<file path="src/rtl/loader_pkg.sv">
// Shared types and protocol constants for the UART program loader.
package loader_pkg;

  typedef enum logic [2:0] {
    ST_SYNC,
    ST_LEN_HI,
    ST_LEN_LO,
    ST_DATA,
    ST_CSUM,
    ST_SEND,
    ST_RUN
  } loader_state_t;

  localparam logic [7:0] SYNC_BYTE = 8'hA5;
  localparam logic [7:0] ACK_BYTE  = 8'h06;
  localparam logic [7:0] NAK_BYTE  = 8'h15;

endpackage

</file>
<file path="src/rtl/loader_timeout.sv">
// Inter-byte watchdog: restarts from CYCLES on clear, counts down while enabled,
// and flags expiry once it has reached zero.
module loader_timeout #(
  parameter int unsigned CYCLES = 100000
) (
  input  logic clk,
  input  logic rst_n,
  input  logic clear,
  input  logic en,
  output logic expired
);

  localparam int W = $clog2(CYCLES + 1);

  logic [W-1:0] cnt_q, cnt_d;

  always_comb begin
    cnt_d = cnt_q;
    if (clear) begin
      cnt_d = W'(CYCLES);
    end else if (en && (cnt_q != '0)) begin
      cnt_d = cnt_q - 1'b1;
    end
  end

  always_ff @(posedge clk or negedge rst_n) begin
    if (!rst_n) begin
      cnt_q <= W'(CYCLES);
    end else begin
      cnt_q <= cnt_d;
    end
  end

  assign expired = en && (cnt_q == '0);

endmodule

</file>
<file path="src/rtl/uart_boot_loader.sv">
// Receives a framed program image over the UART, writes it into instruction
// memory, answers ACK/NAK and releases the core only after a verified image.
module uart_boot_loader
  import loader_pkg::*;
#(
  parameter int ADDR_W         = 10,
  parameter int TIMEOUT_CYCLES = 100000
) (
  input  logic              clk,
  input  logic              rst,
  input  logic              rx_flag,
  input  logic [7:0]        rx_data,
  input  logic              parity_error,
  output logic              rx_data_clf,
  input  logic              tx_busy,
  output logic              tx_send,
  output logic [7:0]        tx_data,
  output logic              imem_we,
  output logic [ADDR_W-1:0] imem_addr,
  output logic [31:0]       imem_wdata,
  output logic              core_rst_n,
  output logic              load_done,
  input  logic              boot_req
);

  localparam int unsigned MAX_WORDS = 32'd1 << ADDR_W;

  loader_state_t state_q, state_d;

  logic              rx_data_clf_q, rx_data_clf_d;
  logic              tx_send_q, tx_send_d;
  logic [7:0]        tx_data_q, tx_data_d;
  logic              imem_we_q, imem_we_d;
  logic [ADDR_W-1:0] addr_q, addr_d;
  logic [31:0]       wdata_q, wdata_d;
  logic              core_rst_n_q, core_rst_n_d;
  logic              load_done_q, load_done_d;
  logic [15:0]       count_q, count_d;
  logic [31:0]       word_q, word_d;
  logic [1:0]        byte_idx_q, byte_idx_d;
  logic [7:0]        sum_q, sum_d;
  logic [7:0]        resp_q, resp_d;

  logic        take;
  logic        in_frame;
  logic        tmo_expired;
  logic [15:0] new_count;
  logic        count_too_big;
  logic [31:0] shifted_word;

  // The flag is still high in the cycle the clear pulse is out, so skip it then.
  assign take          = rx_flag && !rx_data_clf_q;
  assign in_frame      = (state_q == ST_LEN_HI) || (state_q == ST_LEN_LO) ||
                         (state_q == ST_DATA)   || (state_q == ST_CSUM);
  assign new_count     = {count_q[15:8], rx_data};
  assign count_too_big = 32'(new_count) > MAX_WORDS;
  assign shifted_word  = {rx_data, word_q[31:8]};

  loader_timeout #(
    .CYCLES (TIMEOUT_CYCLES)
  ) u_timeout (
    .clk     (clk),
    .rst_n   (rst),
    .clear   (!in_frame || take),
    .en      (in_frame),
    .expired (tmo_expired)
  );

  always_ff @(posedge clk or negedge rst) begin
    if (!rst) begin
      state_q <= ST_SYNC;
    end else begin
      state_q <= state_d;
    end
  end

  always_comb begin
    state_d = state_q;
    case (state_q)
      ST_SYNC: begin
        if (take && !parity_error && (rx_data == SYNC_BYTE)) state_d = ST_LEN_HI;
      end
      ST_LEN_HI: begin
        if (take) state_d = parity_error ? ST_SEND : ST_LEN_LO;
      end
      ST_LEN_LO: begin
        if (take) begin
          if (parity_error || count_too_big) state_d = ST_SEND;
          else if (new_count == 16'd0)       state_d = ST_CSUM;
          else                               state_d = ST_DATA;
        end
      end
      ST_DATA: begin
        if (take) begin
          if (parity_error) state_d = ST_SEND;
          else if ((byte_idx_q == 2'd3) && (count_q == 16'd1)) state_d = ST_CSUM;
        end
      end
      ST_CSUM: begin
        if (take) state_d = ST_SEND;
      end
      ST_SEND: begin
        if (!tx_busy) state_d = (resp_q == ACK_BYTE) ? ST_RUN : ST_SYNC;
      end
      ST_RUN: begin
        if (boot_req) state_d = ST_SYNC;
      end
      default: state_d = ST_SYNC;
    endcase
    if (in_frame && !take && tmo_expired) state_d = ST_SYNC;
  end

  always_comb begin
    rx_data_clf_d = take;
    tx_send_d     = 1'b0;
    tx_data_d     = tx_data_q;
    imem_we_d     = 1'b0;
    addr_d        = imem_we_q ? (addr_q + ADDR_W'(1)) : addr_q;
    wdata_d       = wdata_q;
    core_rst_n_d  = (state_q == ST_RUN) && !boot_req;
    load_done_d   = (state_q == ST_RUN) && !boot_req;
    count_d       = count_q;
    word_d        = word_q;
    byte_idx_d    = byte_idx_q;
    sum_d         = sum_q;
    resp_d        = resp_q;
    case (state_q)
      ST_SYNC: begin
        addr_d     = '0;
        count_d    = '0;
        sum_d      = '0;
        byte_idx_d = '0;
        word_d     = '0;
      end
      ST_LEN_HI: begin
        if (take) begin
          count_d[15:8] = rx_data;
          if (parity_error) resp_d = NAK_BYTE;
        end
      end
      ST_LEN_LO: begin
        if (take) begin
          count_d = new_count;
          if (parity_error || count_too_big) resp_d = NAK_BYTE;
        end
      end
      ST_DATA: begin
        if (take) begin
          if (parity_error) begin
            resp_d = NAK_BYTE;
          end else begin
            word_d     = shifted_word;
            sum_d      = sum_q + rx_data;
            byte_idx_d = byte_idx_q + 2'd1;
            if (byte_idx_q == 2'd3) begin
              imem_we_d = 1'b1;
              wdata_d   = shifted_word;
              count_d   = count_q - 16'd1;
            end
          end
        end
      end
      ST_CSUM: begin
        if (take) resp_d = (!parity_error && (rx_data == sum_q)) ? ACK_BYTE : NAK_BYTE;
      end
      ST_SEND: begin
        if (!tx_busy) begin
          tx_send_d = 1'b1;
          tx_data_d = resp_q;
        end
      end
      default: ;
    endcase
  end

  always_ff @(posedge clk or negedge rst) begin
    if (!rst) begin
      rx_data_clf_q <= 1'b0;
      tx_send_q     <= 1'b0;
      tx_data_q     <= 8'h00;
      imem_we_q     <= 1'b0;
      addr_q        <= '0;
      wdata_q       <= '0;
      core_rst_n_q  <= 1'b0;
      load_done_q   <= 1'b0;
      count_q       <= '0;
      word_q        <= '0;
      byte_idx_q    <= '0;
      sum_q         <= '0;
      resp_q        <= '0;
    end else begin
      rx_data_clf_q <= rx_data_clf_d;
      tx_send_q     <= tx_send_d;
      tx_data_q     <= tx_data_d;
      imem_we_q     <= imem_we_d;
      addr_q        <= addr_d;
      wdata_q       <= wdata_d;
      core_rst_n_q  <= core_rst_n_d;
      load_done_q   <= load_done_d;
      count_q       <= count_d;
      word_q        <= word_d;
      byte_idx_q    <= byte_idx_d;
      sum_q         <= sum_d;
      resp_q        <= resp_d;
    end
  end

  assign rx_data_clf = rx_data_clf_q;
  assign tx_send     = tx_send_q;
  assign tx_data     = tx_data_q;
  assign imem_we     = imem_we_q;
  assign imem_addr   = addr_q;
  assign imem_wdata  = wdata_q;
  assign core_rst_n  = core_rst_n_q;
  assign load_done   = load_done_q;

endmodule

</file>
<file path="config.mk">
export PLATFORM = sky130hd
export DESIGN_NAME = uart_boot_loader
export DESIGN_NICKNAME = d
export VERILOG_FILES = /design/src/rtl/loader_pkg.sv /design/src/rtl/loader_timeout.sv /design/src/rtl/uart_boot_loader.sv
export SDC_FILE = /design/constraint.sdc
export NUM_CORES = 1
export LEC_CHECK = 0
export ABC_AREA = 1
export CORE_MARGIN = 1.5
export CORE_UTILIZATION = 35
export CTS_BUF_LIST = sky130_fd_sc_hd__clkbuf_8
export DETAILED_ROUTE_END_ITERATION = 10
export PLACE_DENSITY = 0.55
export SKIP_LAST_GASP = 1
export SYNTH_ARGS = -nofsm -noshare
export SYNTH_HDL_FRONTEND = slang
export SYNTH_SLANG_ARGS = --single-unit
</file>
<file path="constraint.sdc">
create_clock -name clk -period 2.8 [get_ports clk]
set_input_delay 0.84 -clock clk [delete_from_list [all_inputs] [get_ports clk]]
set_output_delay 0.84 -clock clk [all_outputs]
set_load 0.01 [all_outputs]
</file>
# Yosys cells after proc, flatten, opt, wreduce, memory -nomap -nowiden
# Index checks and enable logic that the tools add are counted.
# totals
output_inout_bits	55
reg_bits	140
# classes
muxes	48
n_lt_le_gt_ge	1
bitwise_logic	3
eq_ne	28
reduce_logical	38
n_addsub	5
# op_table
operator	n
$mux 8	9
$mux 32	2
$pmux 32 s2	1
$mux 16	3
$pmux 8 s3	2
$mux 3	14
$mux 17	2
$pmux 8 s4	1
$pmux 3 s7	1
$mux 10	2
$logic_not 17->1	1
$reduce_bool 17->1	1
$sub 17x1->17 const B	1
$eq 16x1->1 const B	1
$gt 16x11->1 const B	1
$logic_not 16->1	1
$pmux 8 s2	1
$sub 16x1->16 const B	1
$ne 3x2->1 const B	4
$reduce_and 6->1	2
$add 10x1->10 const B	1
$logic_and 1x1->1	10
$ne 2x2->1 const B	5
$eq 3x3->1 const B	3
other kinds (27)	53

# Logic depth before layout (Yosys ltp)
# logic_depth
ltp_word	8
depth_mapped	12

# Cells and area by module
# Synthesis repeated with hierarchy kept, for this count alone.
# hier_totals
hier_cells	844
hier_area_um2	6492.5
# modules_own_cells
mod	n_inst	cells_per_inst	area_per_inst_um2
uart_boot_loader	1	666	5316.3
loader_timeout	1	178	1176.1

# Least setup slack after synthesis
# No wires, ideal clock.
# synth_path
path_type	input to register
from	input rx_data[0]
to	register sum_q[4]
setup_ps	65
setup_slack_ps	735
cell_stages	9
arrival_ps	2000
path_cell_list	ha_1 -> fa_1 -> nand2_1 -> inv_1 -> o21ai_0 -> nand2_1 -> a21oi_2 -> o21ai_1 -> nand2_1
# synth_via
elab_chain_len	4
# synth_lines
item	line_no	text
from (decl)	uart_boot_loader.sv:12	input logic [7:0] rx_data,
$add 8x8->8	uart_boot_loader.sv:153	sum_d = sum_q + rx_data;
$mux 8	uart_boot_loader.sv:149	if (parity_error) begin
$mux 8	uart_boot_loader.sv:148	if (take) begin
$pmux 8 s2	uart_boot_loader.sv:127	case (state_q)
to (signal assigned)	uart_boot_loader.sv:203	sum_q <= sum_d;
to (decl)	uart_boot_loader.sv:41	logic [7:0] sum_q, sum_d;
# Every way passes these cells. The select of a mux whose other input is x is not followed.
# A chain may end at the register's enable or synchronous reset.

# Final worst setup path
# layout_path
from	register imem_we_q, in the netlist imem_we
to	output imem_we
# layout_lines
item	line_no	text
from (decl)	uart_boot_loader.sv:33	logic imem_we_q, imem_we_d;
from (signal assigned)	uart_boot_loader.sv:195	imem_we_q <= imem_we_d;
to (decl)	uart_boot_loader.sv:18	output logic imem_we,
# No word-level cell between the ends.

==> impl_metrics.tcl <==
set metrics [dict create \
    io_pins 69 \
    multi_input_area_mm2 0.00263 \
    fillerInstances 1789 \
    max-cap-violations 0 \
    grt_pass1_wl_mm 25.1 \
    crit_family "buffers and inverters" \
    cellPowerDensity_mw_per_mm2 863 \
    clk_latency_ps 440 \
    num_vias 5238 \
    finalCritPeriodShare_pct 82.9 \
    synth_area_mm2 0.00623 \
    r2r_end "word_q[14]" \
    dp.cells 1055 \
    slew_headroom_pct 57.9 \
    async_flop_share_pct 100 \
    cts_tree "done" \
    cts_made_buffers 17 \
    cts_root_buf "clkbuf_8" \
    ir_worst_vdd_uv 420 \
    drv_slew 0 \
    wl_mm 15.2 \
    hpwl_mm 11.0 \
    grt_pass1_vias 4886 \
    register_area_mm2 0.00306 \
    path_buf_inv 1 \
    drtPass1Iterations 5 \
    fmax_mhz 431 \
    post-route-min-period_ps 2320 \
    grt_usage_pct 17.5 \
    cp-end-kind "output port" \
    wire_per_inst_um 14.0 \
    syn_avg_cell_area_um2 8.05 \
    critPathMaxFanout 6 \
    port_buffers 64 \
    die_width_um 136 \
    setup-violations-final 0 \
    drive_gt1_share_pct 9.64 \
    die_area_mm2 0.0186 \
    synth_area_leader_cell "dfrtp_1" \
    grt_max_degree 66 \
    syn-instance-count 774 \
    r2r_cells 6 \
    area_growth_syn_to_layout_pct 21.0 \
    yosysMostFrequentCell "nand2_1" \
    cts_setup_buffers 0 \
    outcome "finished clean" \
    reg2reg_setup_slack_ps 680 \
    crit_chain "clkdlybuf4s50_1" \
    finalSetupTns_ps 0 \
    clock_skew_ps 8.36 \
    dieHeight_um 136 \
    crit_arrival_ps 1480 \
    r2r-start "state_q[2]" \
    ys_warn_count 0 \
    rsz0062_at_grt "false" \
    cts_hold_buf 0 \
    synthDistinctLibCells 44 \
    max_stage_delay_ps 580 \
    tightest_slew_ps 630 \
    clk_path_buf_depth 2 \
    cts_resized 0 \
    crit_slowest_cell "clkdlybuf4s50_1" \
    yosysTopAreaCellShare_pct 46.6 \
    start_kind "flip-flop" \
    cts_sinks 122 \
    start_util_pct 35.9 \
    synth-edff-count 0 \
    final-hold-violation-count 0 \
    path_clk_slew_ps 70 \
    core_mm2 0.0174 \
    globalRouteOverflowTotal 0 \
    via_per_inst 4.82 \
    post-route-drc-count 0 \
    ys_ff_latch 122 \
    p_leak_nw 3.64 \
    yosys-top-cells-count "nand2_1, dfrtp_1, inv_1, nor2_1, o21ai_0" \
    antennaDiodeCount 0 \
    htreeDepth 4 \
    drt_iter0_markers 342 \
    seq_area_frac_synth_pct 49.1 \
    row_count 48 \
    layout.nets 876 \
    timing.final.ws_setup_ps 478 \
    ys.flop_type "dfrtp_1" \
    fin_cells 1086 \
    ant_nets 0 \
    synth_area_leaders "dfrtp_1, nand2_1, inv_1, nor2_1, o21ai_0" \
    critPathKind "flip-flop to output port" \
    place_congestion 0.884 \
    crit_required_ps 1960 \
    hold_class "input port to asynchronous set/reset pin" \
    antenna_found_initial 0 \
    pre_cts_ws_ps 179 \
]
==> logic make-up (layout without fill, tap and decap cells) <==
kind of cell               Yosys count  after routing  share of synthesized area, %
adders and majority gates           13             13                          2.73
buffers and inverters              127            211                          8.86
DFF                                122            122                          49.1
xor gates and xnor gates            11             11                          1.55
other                                1              4                        0.0602
and+or+nand+nor                    366            366                          25.5
AOI/OAI and AO/OA                  134            134                          12.2
==> placed cells by master (no fill, tap or decap), types with 3 or more instances in the layout <==
master / instances
nand2_1: 190
dfrtp_1: 116
inv_1: 97
nor2_1: 81
clkdlybuf4s50_1: 63
o21ai_0: 58
nand3_1: 45
o22ai_1: 30
a21oi_1: 19
clkbuf_8: 17
buf_4: 13
nor3_1: 12
nand4_1: 12
ha_1: 12
o21ai_1: 10
nand2_2: 8
xor2_1: 6
inv_2: 6
dfstp_2: 6
xnor2_1: 5
or2_2: 4
a21oi_2: 4
nor2_4: 4
conb_1: 4
clkinv_2: 4
bufinv_16: 4
nor4_1: 3
==> metal layers <==
metal	GRT usage (%)	up-vias	part of all wire, %
met4	4.67	0	1.1
li1	-	2648	-
met5	0	-	0
met3	5.29	13	4.0
met1	24.3	2490	50
met2	26.5	87	45
==> where the power goes <==
group	internal, W	switching (W)	total, W
Combinational	0.000830	0.00175	0.00258
Clock	0.000956	0.000732	0.00169
Sequential	0.00200	0.000233	0.00223
==> state kept, by name (all words and copies together), names as in the netlist <==
name	cells
tx_send	1
tx_data	3
u_timeout.cnt_q	17
state_q	3
resp_q	3
imem_we	1
load_done	1
sum_q	8
word_q	24
rx_data_clf	1
imem_wdata	32
imem_addr	10
count_q	16
byte_idx_q	2
==> area by class of cell <==
cell class                      count  area share [%]
Tap cell                          225            3.74
Sequential cell                   122            40.6
Clock inverter                     14            2.39
Inverter                          102            5.08
Timing Repair Buffer               78            10.2
Clock buffer                       17            3.10
Multi-Input combinational cell    528            34.9
==> through the flow <==
stage          hold WS (ps)  instance area (um2)  util [%]  power (W)
6_report                288                 7540      43.4    0.00650
3_5_place_dp            468                 7120      41.0    0.00484
5_1_grt                 271                 7540      43.4    0.00701
2_1_floorplan           432                 6240         -    0.00419
4_1_cts                 274                 7540      43.4    0.00655
3_3_place_gp            448                 7120      41.0    0.00483
==> worst max-delay path by stage <==
stage	startpoint	endpoint	slack, ps	depth (start not counted)
after global routing	imem_we	imem_we	410	1
after global placement	rx_data[0]	sum_q[4]	220	10
final	imem_we	imem_we	480	1
after detailed placement	rx_data[0]	sum_q[4]	180	10
after CTS	imem_we	imem_we	440	1
after floorplan	rx_data[0]	sum_q[4]	730	9
Power figures use the tool's default switching activity.
